## config.mk

```make
export PLATFORM = sky130hd
export DESIGN_NAME = prm_edge_mask_sched_flat
export DESIGN_NICKNAME = d
export VERILOG_FILES = /design/src/rtl/prm_edge_mask_sched_if.sv /design/src/rtl/prm_edge_mask_sched.sv /design/src/flat_wrapper.sv
export SDC_FILE = /design/constraint.sdc
export NUM_CORES = 1
export LEC_CHECK = 0
export ABC_CLOCK_PERIOD_IN_PS = 31100
export BUFFER_PORTS_ARGS = -buffer_cell sky130_fd_sc_hd__buf_2
export CAP_MARGIN = 10
export CORE_MARGIN = 10
export CORE_UTILIZATION = 35
export DETAILED_ROUTE_END_ITERATION = 8
export HOLD_SLACK_MARGIN = 0.12
export PLACE_DENSITY = 0.69
export SLEW_MARGIN = 20
export SYNTH_ARGS = -nofsm -noshare
export SYNTH_HDL_FRONTEND = slang
export SYNTH_SLANG_ARGS = --single-unit
```

## constraint.sdc

```tcl
create_clock -name clk -period 31.1 [get_ports clk]
set_clock_uncertainty 0.15 [all_clocks]
set_input_delay 1.555 -clock clk [delete_from_list [all_inputs] [get_ports clk]]
set_output_delay 1.555 -clock clk [all_outputs]
set_load 0.02 [all_outputs]
```

## src/rtl/prm_edge_mask_sched_if.sv

```systemverilog
// Obstacle-code input stream and bitmap-word output stream of the PRM edge mask sequencer.
// slave = sequencer view, master = upstream/downstream (testbench or surrounding fabric) view.
interface prm_edge_mask_sched_if #(
    parameter int OBS_W = 15,
    parameter int OUT_W = 32,
    parameter int IDX_W = 4
);
    logic             obs_valid;
    logic             obs_ready;
    logic [OBS_W-1:0] obs_data;
    logic             obs_last;

    logic             out_valid;
    logic             out_ready;
    logic [OUT_W-1:0] out_data;
    logic [IDX_W-1:0] out_index;
    logic             out_last;

    modport slave (
        input  obs_valid, obs_data, obs_last, out_ready,
        output obs_ready, out_valid, out_data, out_index, out_last
    );

    modport master (
        output obs_valid, obs_data, obs_last, out_ready,
        input  obs_ready, out_valid, out_data, out_index, out_last
    );
endinterface

```

## src/rtl/prm_edge_mask_sched.sv

```systemverilog
// Drives obstacle codes onto the shared edge-checker array, ORs the returned edge masks into a
// blocked-edge bitmap and streams the bitmap out word by word at end of scene.
//
// state   | meaning
// IDLE    | no scene open, accumulator zero, waiting for first code
// LOAD    | scene open, waiting for next code
// EVAL    | checker array settling on chk_code; accumulate chk_mask this cycle
// DRAIN   | emitting bitmap words, one per out handshake
module prm_edge_mask_sched #(
    parameter int NUM_EDGES = 512,
    parameter int OBS_W     = 15,
    parameter int OUT_W     = 32,
    parameter int NUM_WORDS = NUM_EDGES / OUT_W,
    parameter int IDX_W     = (NUM_WORDS > 1) ? $clog2(NUM_WORDS) : 1
) (
    input  logic                      clk,
    input  logic                      rst,
    prm_edge_mask_sched_if.slave      bus,
    output logic [OBS_W-1:0]          chk_code,
    input  logic [NUM_EDGES-1:0]      chk_mask,
    output logic [15:0]               scene_words,
    output logic                      busy
);

    localparam logic [IDX_W-1:0] LAST_IDX = IDX_W'(NUM_WORDS - 1);

    typedef enum logic [1:0] {
        S_IDLE  = 2'd0,
        S_LOAD  = 2'd1,
        S_EVAL  = 2'd2,
        S_DRAIN = 2'd3
    } state_t;

    state_t               state_q, state_d;
    logic [NUM_EDGES-1:0] acc_q, acc_d;
    logic [IDX_W-1:0]     idx_q, idx_d;
    logic [OBS_W-1:0]     chk_code_q, chk_code_d;
    logic                 last_q, last_d;
    logic [15:0]          scene_words_q, scene_words_d;

    logic [OUT_W-1:0]     acc_words [NUM_WORDS];
    logic                 in_drain;

    for (genvar w = 0; w < NUM_WORDS; w++) begin : g_words
        assign acc_words[w] = acc_q[w*OUT_W +: OUT_W];
    end

    always_ff @(posedge clk or posedge rst) begin
        if (rst) begin
            state_q       <= S_IDLE;
            acc_q         <= '0;
            idx_q         <= '0;
            chk_code_q    <= '0;
            last_q        <= 1'b0;
            scene_words_q <= '0;
        end else begin
            state_q       <= state_d;
            acc_q         <= acc_d;
            idx_q         <= idx_d;
            chk_code_q    <= chk_code_d;
            last_q        <= last_d;
            scene_words_q <= scene_words_d;
        end
    end

    always_comb begin
        state_d       = state_q;
        acc_d         = acc_q;
        idx_d         = idx_q;
        chk_code_d    = chk_code_q;
        last_d        = last_q;
        scene_words_d = scene_words_q;
        case (state_q)
            S_IDLE: begin
                if (bus.obs_valid) begin
                    chk_code_d    = bus.obs_data;
                    last_d        = bus.obs_last;
                    scene_words_d = 16'd1;
                    state_d       = S_EVAL;
                end
            end
            S_LOAD: begin
                if (bus.obs_valid) begin
                    chk_code_d = bus.obs_data;
                    last_d     = bus.obs_last;
                    if (scene_words_q != 16'hFFFF) begin
                        scene_words_d = scene_words_q + 16'd1;
                    end
                    state_d = S_EVAL;
                end
            end
            S_EVAL: begin
                // chk_code has been stable for the whole cycle, so chk_mask is settled here
                acc_d = acc_q | chk_mask;
                if (last_q) begin
                    idx_d   = '0;
                    state_d = S_DRAIN;
                end else begin
                    state_d = S_LOAD;
                end
            end
            S_DRAIN: begin
                if (bus.out_ready) begin
                    if (idx_q == LAST_IDX) begin
                        acc_d   = '0;
                        idx_d   = '0;
                        state_d = S_IDLE;
                    end else begin
                        idx_d = idx_q + IDX_W'(1);
                    end
                end
            end
            default: state_d = S_IDLE;
        endcase
    end

    assign in_drain      = (state_q == S_DRAIN);
    assign bus.obs_ready = (state_q == S_IDLE) || (state_q == S_LOAD);
    assign bus.out_valid = in_drain;
    assign bus.out_data  = in_drain ? acc_words[idx_q] : '0;
    assign bus.out_index = idx_q;
    assign bus.out_last  = in_drain && (idx_q == LAST_IDX);
    assign chk_code      = chk_code_q;
    assign scene_words   = scene_words_q;
    assign busy          = (state_q != S_IDLE);

endmodule

```

## src/flat_wrapper.sv

```systemverilog
// flat-port wrapper written by rule: the top's interface ports become plain ports
module prm_edge_mask_sched_flat 
#(
    parameter int NUM_EDGES = 512,
    parameter int OBS_W     = 15,
    parameter int OUT_W     = 32,
    parameter int NUM_WORDS = NUM_EDGES / OUT_W,
    parameter int IDX_W     = (NUM_WORDS > 1) ? $clog2(NUM_WORDS) : 1
)
  (clk, rst, chk_code, chk_mask, scene_words, busy, bus_obs_valid, bus_obs_data, bus_obs_last, bus_out_ready, bus_obs_ready, bus_out_valid, bus_out_data, bus_out_index, bus_out_last);
  prm_edge_mask_sched_if #(.OBS_W(OBS_W), .OUT_W(OUT_W), .IDX_W(IDX_W)) bus_i ();
  input  logic clk;
  input  logic rst;
  output logic [OBS_W-1:0] chk_code;
  input  logic [NUM_EDGES-1:0] chk_mask;
  output logic [15:0] scene_words;
  output logic busy;
  input wire logic [$bits(bus_i.obs_valid)-1:0] bus_obs_valid;
  input wire logic [$bits(bus_i.obs_data)-1:0] bus_obs_data;
  input wire logic [$bits(bus_i.obs_last)-1:0] bus_obs_last;
  input wire logic [$bits(bus_i.out_ready)-1:0] bus_out_ready;
  output wire logic [$bits(bus_i.obs_ready)-1:0] bus_obs_ready;
  output wire logic [$bits(bus_i.out_valid)-1:0] bus_out_valid;
  output wire logic [$bits(bus_i.out_data)-1:0] bus_out_data;
  output wire logic [$bits(bus_i.out_index)-1:0] bus_out_index;
  output wire logic [$bits(bus_i.out_last)-1:0] bus_out_last;
  assign bus_i.obs_valid = bus_obs_valid;
  assign bus_i.obs_data = bus_obs_data;
  assign bus_i.obs_last = bus_obs_last;
  assign bus_i.out_ready = bus_out_ready;
  assign bus_obs_ready = bus_i.obs_ready;
  assign bus_out_valid = bus_i.out_valid;
  assign bus_out_data = bus_i.out_data;
  assign bus_out_index = bus_i.out_index;
  assign bus_out_last = bus_i.out_last;
  prm_edge_mask_sched #(.NUM_EDGES(NUM_EDGES), .OBS_W(OBS_W), .OUT_W(OUT_W), .NUM_WORDS(NUM_WORDS), .IDX_W(IDX_W)) u_core (.clk(clk), .rst(rst), .bus(bus_i), .chk_code(chk_code), .chk_mask(chk_mask), .scene_words(scene_words), .busy(busy));
endmodule
```

==> flow_metrics.env <==
export IMPL_syn2layout_area_growth_pct=23.3
export IMPL_cts_resized=0
export IMPL_switching_share_pct=38.5
export IMPL_hold_violations=0
export IMPL_synth_most_common_cell="dfrtp_1"
export IMPL_ant_nets=0
export IMPL_synthArstFlopShare_pct=100
export IMPL_yosys_cell_types_count=47
export IMPL_max_stage_delay_ns=0.88
export IMPL_die_w_um=281
export IMPL_dp_final_hpwl_um=63400
export IMPL_coreArea_um2=67400
export IMPL_postCtsHoldBufs=0
export IMPL_ioPinCount=603
export IMPL_crit_path_end_kind="output pin"
export IMPL_reg2reg_from="u_core.bus.out_index[1]"
export IMPL_synth_cells=2152
export IMPL_worst_ep_required_time_ns=29.40
export IMPL_synth_ff_type="dfrtp_1"
export IMPL_pwr_share_seq_pct=39.7
export IMPL_insertion_delay_ns=0.62
export IMPL_ys_warn_count=0
export IMPL_row_count=95
export IMPL_synth_nets=2686
export IMPL_maxCapViolations=0
export IMPL_grt_max_degree=206
export IMPL_crit_type="flop to output pin"
export IMPL_synth_top_area_share_pct=57.7
export IMPL_final_area_um2=29400
export IMPL_timing_slew_headroom_pct=27.1
export IMPL_rsz0062_at_grt="no"
export IMPL_cts_root_buf="clkbuf_16"
export IMPL_die_h_um=281
export IMPL_p_sw_mw=1.22
export IMPL_grt_pass1_vias=20100
export IMPL_tritoncts="done"
export IMPL_hp_start="u_core.chk_code[6]"
export IMPL_post_cts_buffers=0
export IMPL_drive_above_1_share_pct=32.2
export IMPL_ir_worst_vdd_mv=0.0601
export IMPL_dpl_cell_area_um2=27300
export IMPL_start_util_pct=35.4
export IMPL_grt_pass1_wl_um=127000
export IMPL_synth_common_cells="550 x dfrtp_1, 522 x nor2_1, 516 x a21oi_1"
export IMPL_drtIter0Drc=1609
export IMPL_pwr_share_comb_pct=37.0
export IMPL_p_clk_share_pct=23.4
export IMPL_synth_edff_count=0
export IMPL_synthTopCellsByArea="dfrtp_1 58%, mux4_2 12%, a21oi_1 11%"
export IMPL_reg2regPathDepth=8
export IMPL_synth_cell_area_um2=23800
export IMPL_clkTransAtPathRegs_ns=0.06
export IMPL_p_int_mw=1.96
export IMPL_nNetsFinal=3206
export IMPL_cp_max_fo=44
export IMPL_cts_sinks=550
export IMPL_cts_made_buffers=60
export IMPL_place_congestion=0.884
export IMPL_worst_slew_pin_slew_ns=1.09
export IMPL_htree_levels=2
export IMPL_power_leakage_nw=12.2
export IMPL_critical_path_cell_chain="buf_4, mux4_2, mux2i_1, o22ai_1, buf_2"
export IMPL_status="complete, no violations"
export IMPL_max_freq_ghz=0.177
export IMPL_numPortBuffers=602
export IMPL_route_final_wire_length_um=87100
export IMPL_drc=0
export IMPL_cp_start_kind="flop"
export IMPL_crit_slowest_cell="dfrtp_4"
export IMPL_r2r_end="u_core.acc_q[429]"
export IMPL_finalSetupViolations=0
export IMPL_firstDrtPassIters=5
export IMPL_finalWorstPathRequiredPeriod_ns=5.64
export IMPL_vias=19300
export IMPL_cp_arrival_ns=3.93
export IMPL_power_density_nw_per_um2=108
export IMPL_fin_crit_sh_pct=18.1
export IMPL_ff2ff_setup_slack_ns=26.13
export IMPL_holdPathStages=2
export IMPL_avgSynthCellArea_um2=11.1
export IMPL_seq_area_frac_synth_pct=57.7
export IMPL_fin_setup_tns_ns=0
export IMPL_ys_ff_latch=550
export IMPL_min_path_type="flop to flop"
export IMPL_clk_path_buf_depth=3
export IMPL_antenna_found_initial=31
export IMPL_fillCellCount=6313
export IMPL_overflow=0
export IMPL_maxSlewViolCount=0
export IMPL_gr_usage_all_layers_pct=21.3
export IMPL_die_area_um2=78900
export IMPL_vias_per_cell=5.34
export IMPL_synth_largest_area_cell="dfrtp_1"
export IMPL_wl_per_cell_um=24.1
export IMPL_utilization_pct=43.6
export IMPL_worst_hold_path_endpoint="u_core.chk_code[6]"
-- worst max-delay path by stage --
stage,start,end,slack (ns)
final,u_core.bus.out_index[0],bus_out_data[11],25.46
after global routing,u_core.bus.out_index[0],bus_out_data[16],25.09
after floorplan,rst,u_core.acc_q[0],14.02
after CTS,u_core.bus.out_index[0],bus_out_data[16],25.16
after global placement,u_core.bus.out_index[0],bus_out_data[16],25.85
after detailed placement,u_core.bus.out_index[0],bus_out_data[16],25.83
-- critical path: cells and delay by family, from the launching register on --
family	cells	cell delay [ns]
AOI/OAI and AO/OA	1	0.15
buffers and inverters	2	0.96
DFF	1	0.88
muxes	2	1.27
-- state kept, by name, indices dropped and copies added (netlist names) --
signal                flops
u_core.chk_code          15
u_core.scene_words       16
u_core.acc_q            512
u_core.state_q            2
u_core.bus.out_index      4
u_core.last_q             1
-- per-layer routing --
metal	vias up	routed length [um]	GRT usage (%)
met4	30	2720	7.22
met2	771	41000	33.8
met3	165	7500	6.30
met1	9677	35700	27.6
li1	8621	-	-
met5	-	165	0
-- power by group through the flow --
stage / Combinational [mW] / Sequential, mW / Clock (mW)
5_1_grt: 1.30 / 1.30 / 0.785
4_1_cts: 1.20 / 1.26 / 0.756
3_3_place_gp: 1.17 / 1.26 / 0
6_report: 1.18 / 1.26 / 0.744
2_1_floorplan: 0.806 / 1.18 / 0
3_5_place_dp: 1.20 / 1.27 / 0
-- stage by stage --
stage / cells / hold slack [ns] / worst slack (ns) / power (mW)
5_1_grt: 3601 / 0.344 / 25.09 / 3.38
4_1_cts: 3590 / 0.322 / 25.16 / 3.22
6_report: 3610 / 0.319 / 25.46 / 3.18
2_1_floorplan: 2152 / 0.297 / 14.02 / 1.98
3_3_place_gp: 3483 / 0.305 / 25.85 / 2.43
3_5_place_dp: 3483 / 0.307 / 25.83 / 2.46
-- cell type report --
class / count / area (um^2) / area share, %
flip-flops and latches: 550 / 13800 / 46.9
multi-input cells: 1426 / 9190 / 31.3
repair buffers: 625 / 3210 / 10.9
clock buffers: 78 / 1670 / 5.68
well taps: 873 / 1090 / 3.72
clock inverters: 29 / 367 / 1.25
diodes: 20 / 50.0 / 0.170
inverters: 9 / 41.3 / 0.140
-- cells by family after synthesis --
kind of cell | Yosys count | share of synthesized area (%)
AND/OR/NAND/NOR | 644 | 10.8
AO/OA/AOI/OAI | 595 | 13.3
flip-flops | 550 | 57.7
multiplexers | 185 | 14.3
buffers and inverters | 176 | 3.76
adder cells (fa/ha/maj) | 2 | 0.105
-- placed cells by master (no fill, tap or decap), types with 3 or more instances in the layout --
cell type   netlist  routed
buf_2           122     602
dfrtp_1         550     547
nor2_1          522     522
a21oi_1         516     516
mux4_2          124     124
nand2_1          67      66
clkbuf_16         0      61
mux2i_1          57      57
o22ai_1          28      28
buf_4            12      21
diode_2           0      20
clkinv_2          0      14
nor2b_1           9       9
o21ai_0           9       9
clkbuf_1         24       9
inv_1             9       8
a211oi_1          8       8
nand3_1           8       8
a22o_2            8       8
clkbuf_8          1       8
bufinv_16         0       8
and3_1            8       7
nand4_1           5       5
nand2b_1          6       5
nor4b_1           5       5
o32ai_1           4       4
a221o_1           4       4
mux2_2            4       4
clkinvlp_4        0       4
a21o_1            3       3
o31ai_1           3       3
a211o_2           3       3
dfrtp_4           0       3
(Power assumes the default switching activity.)
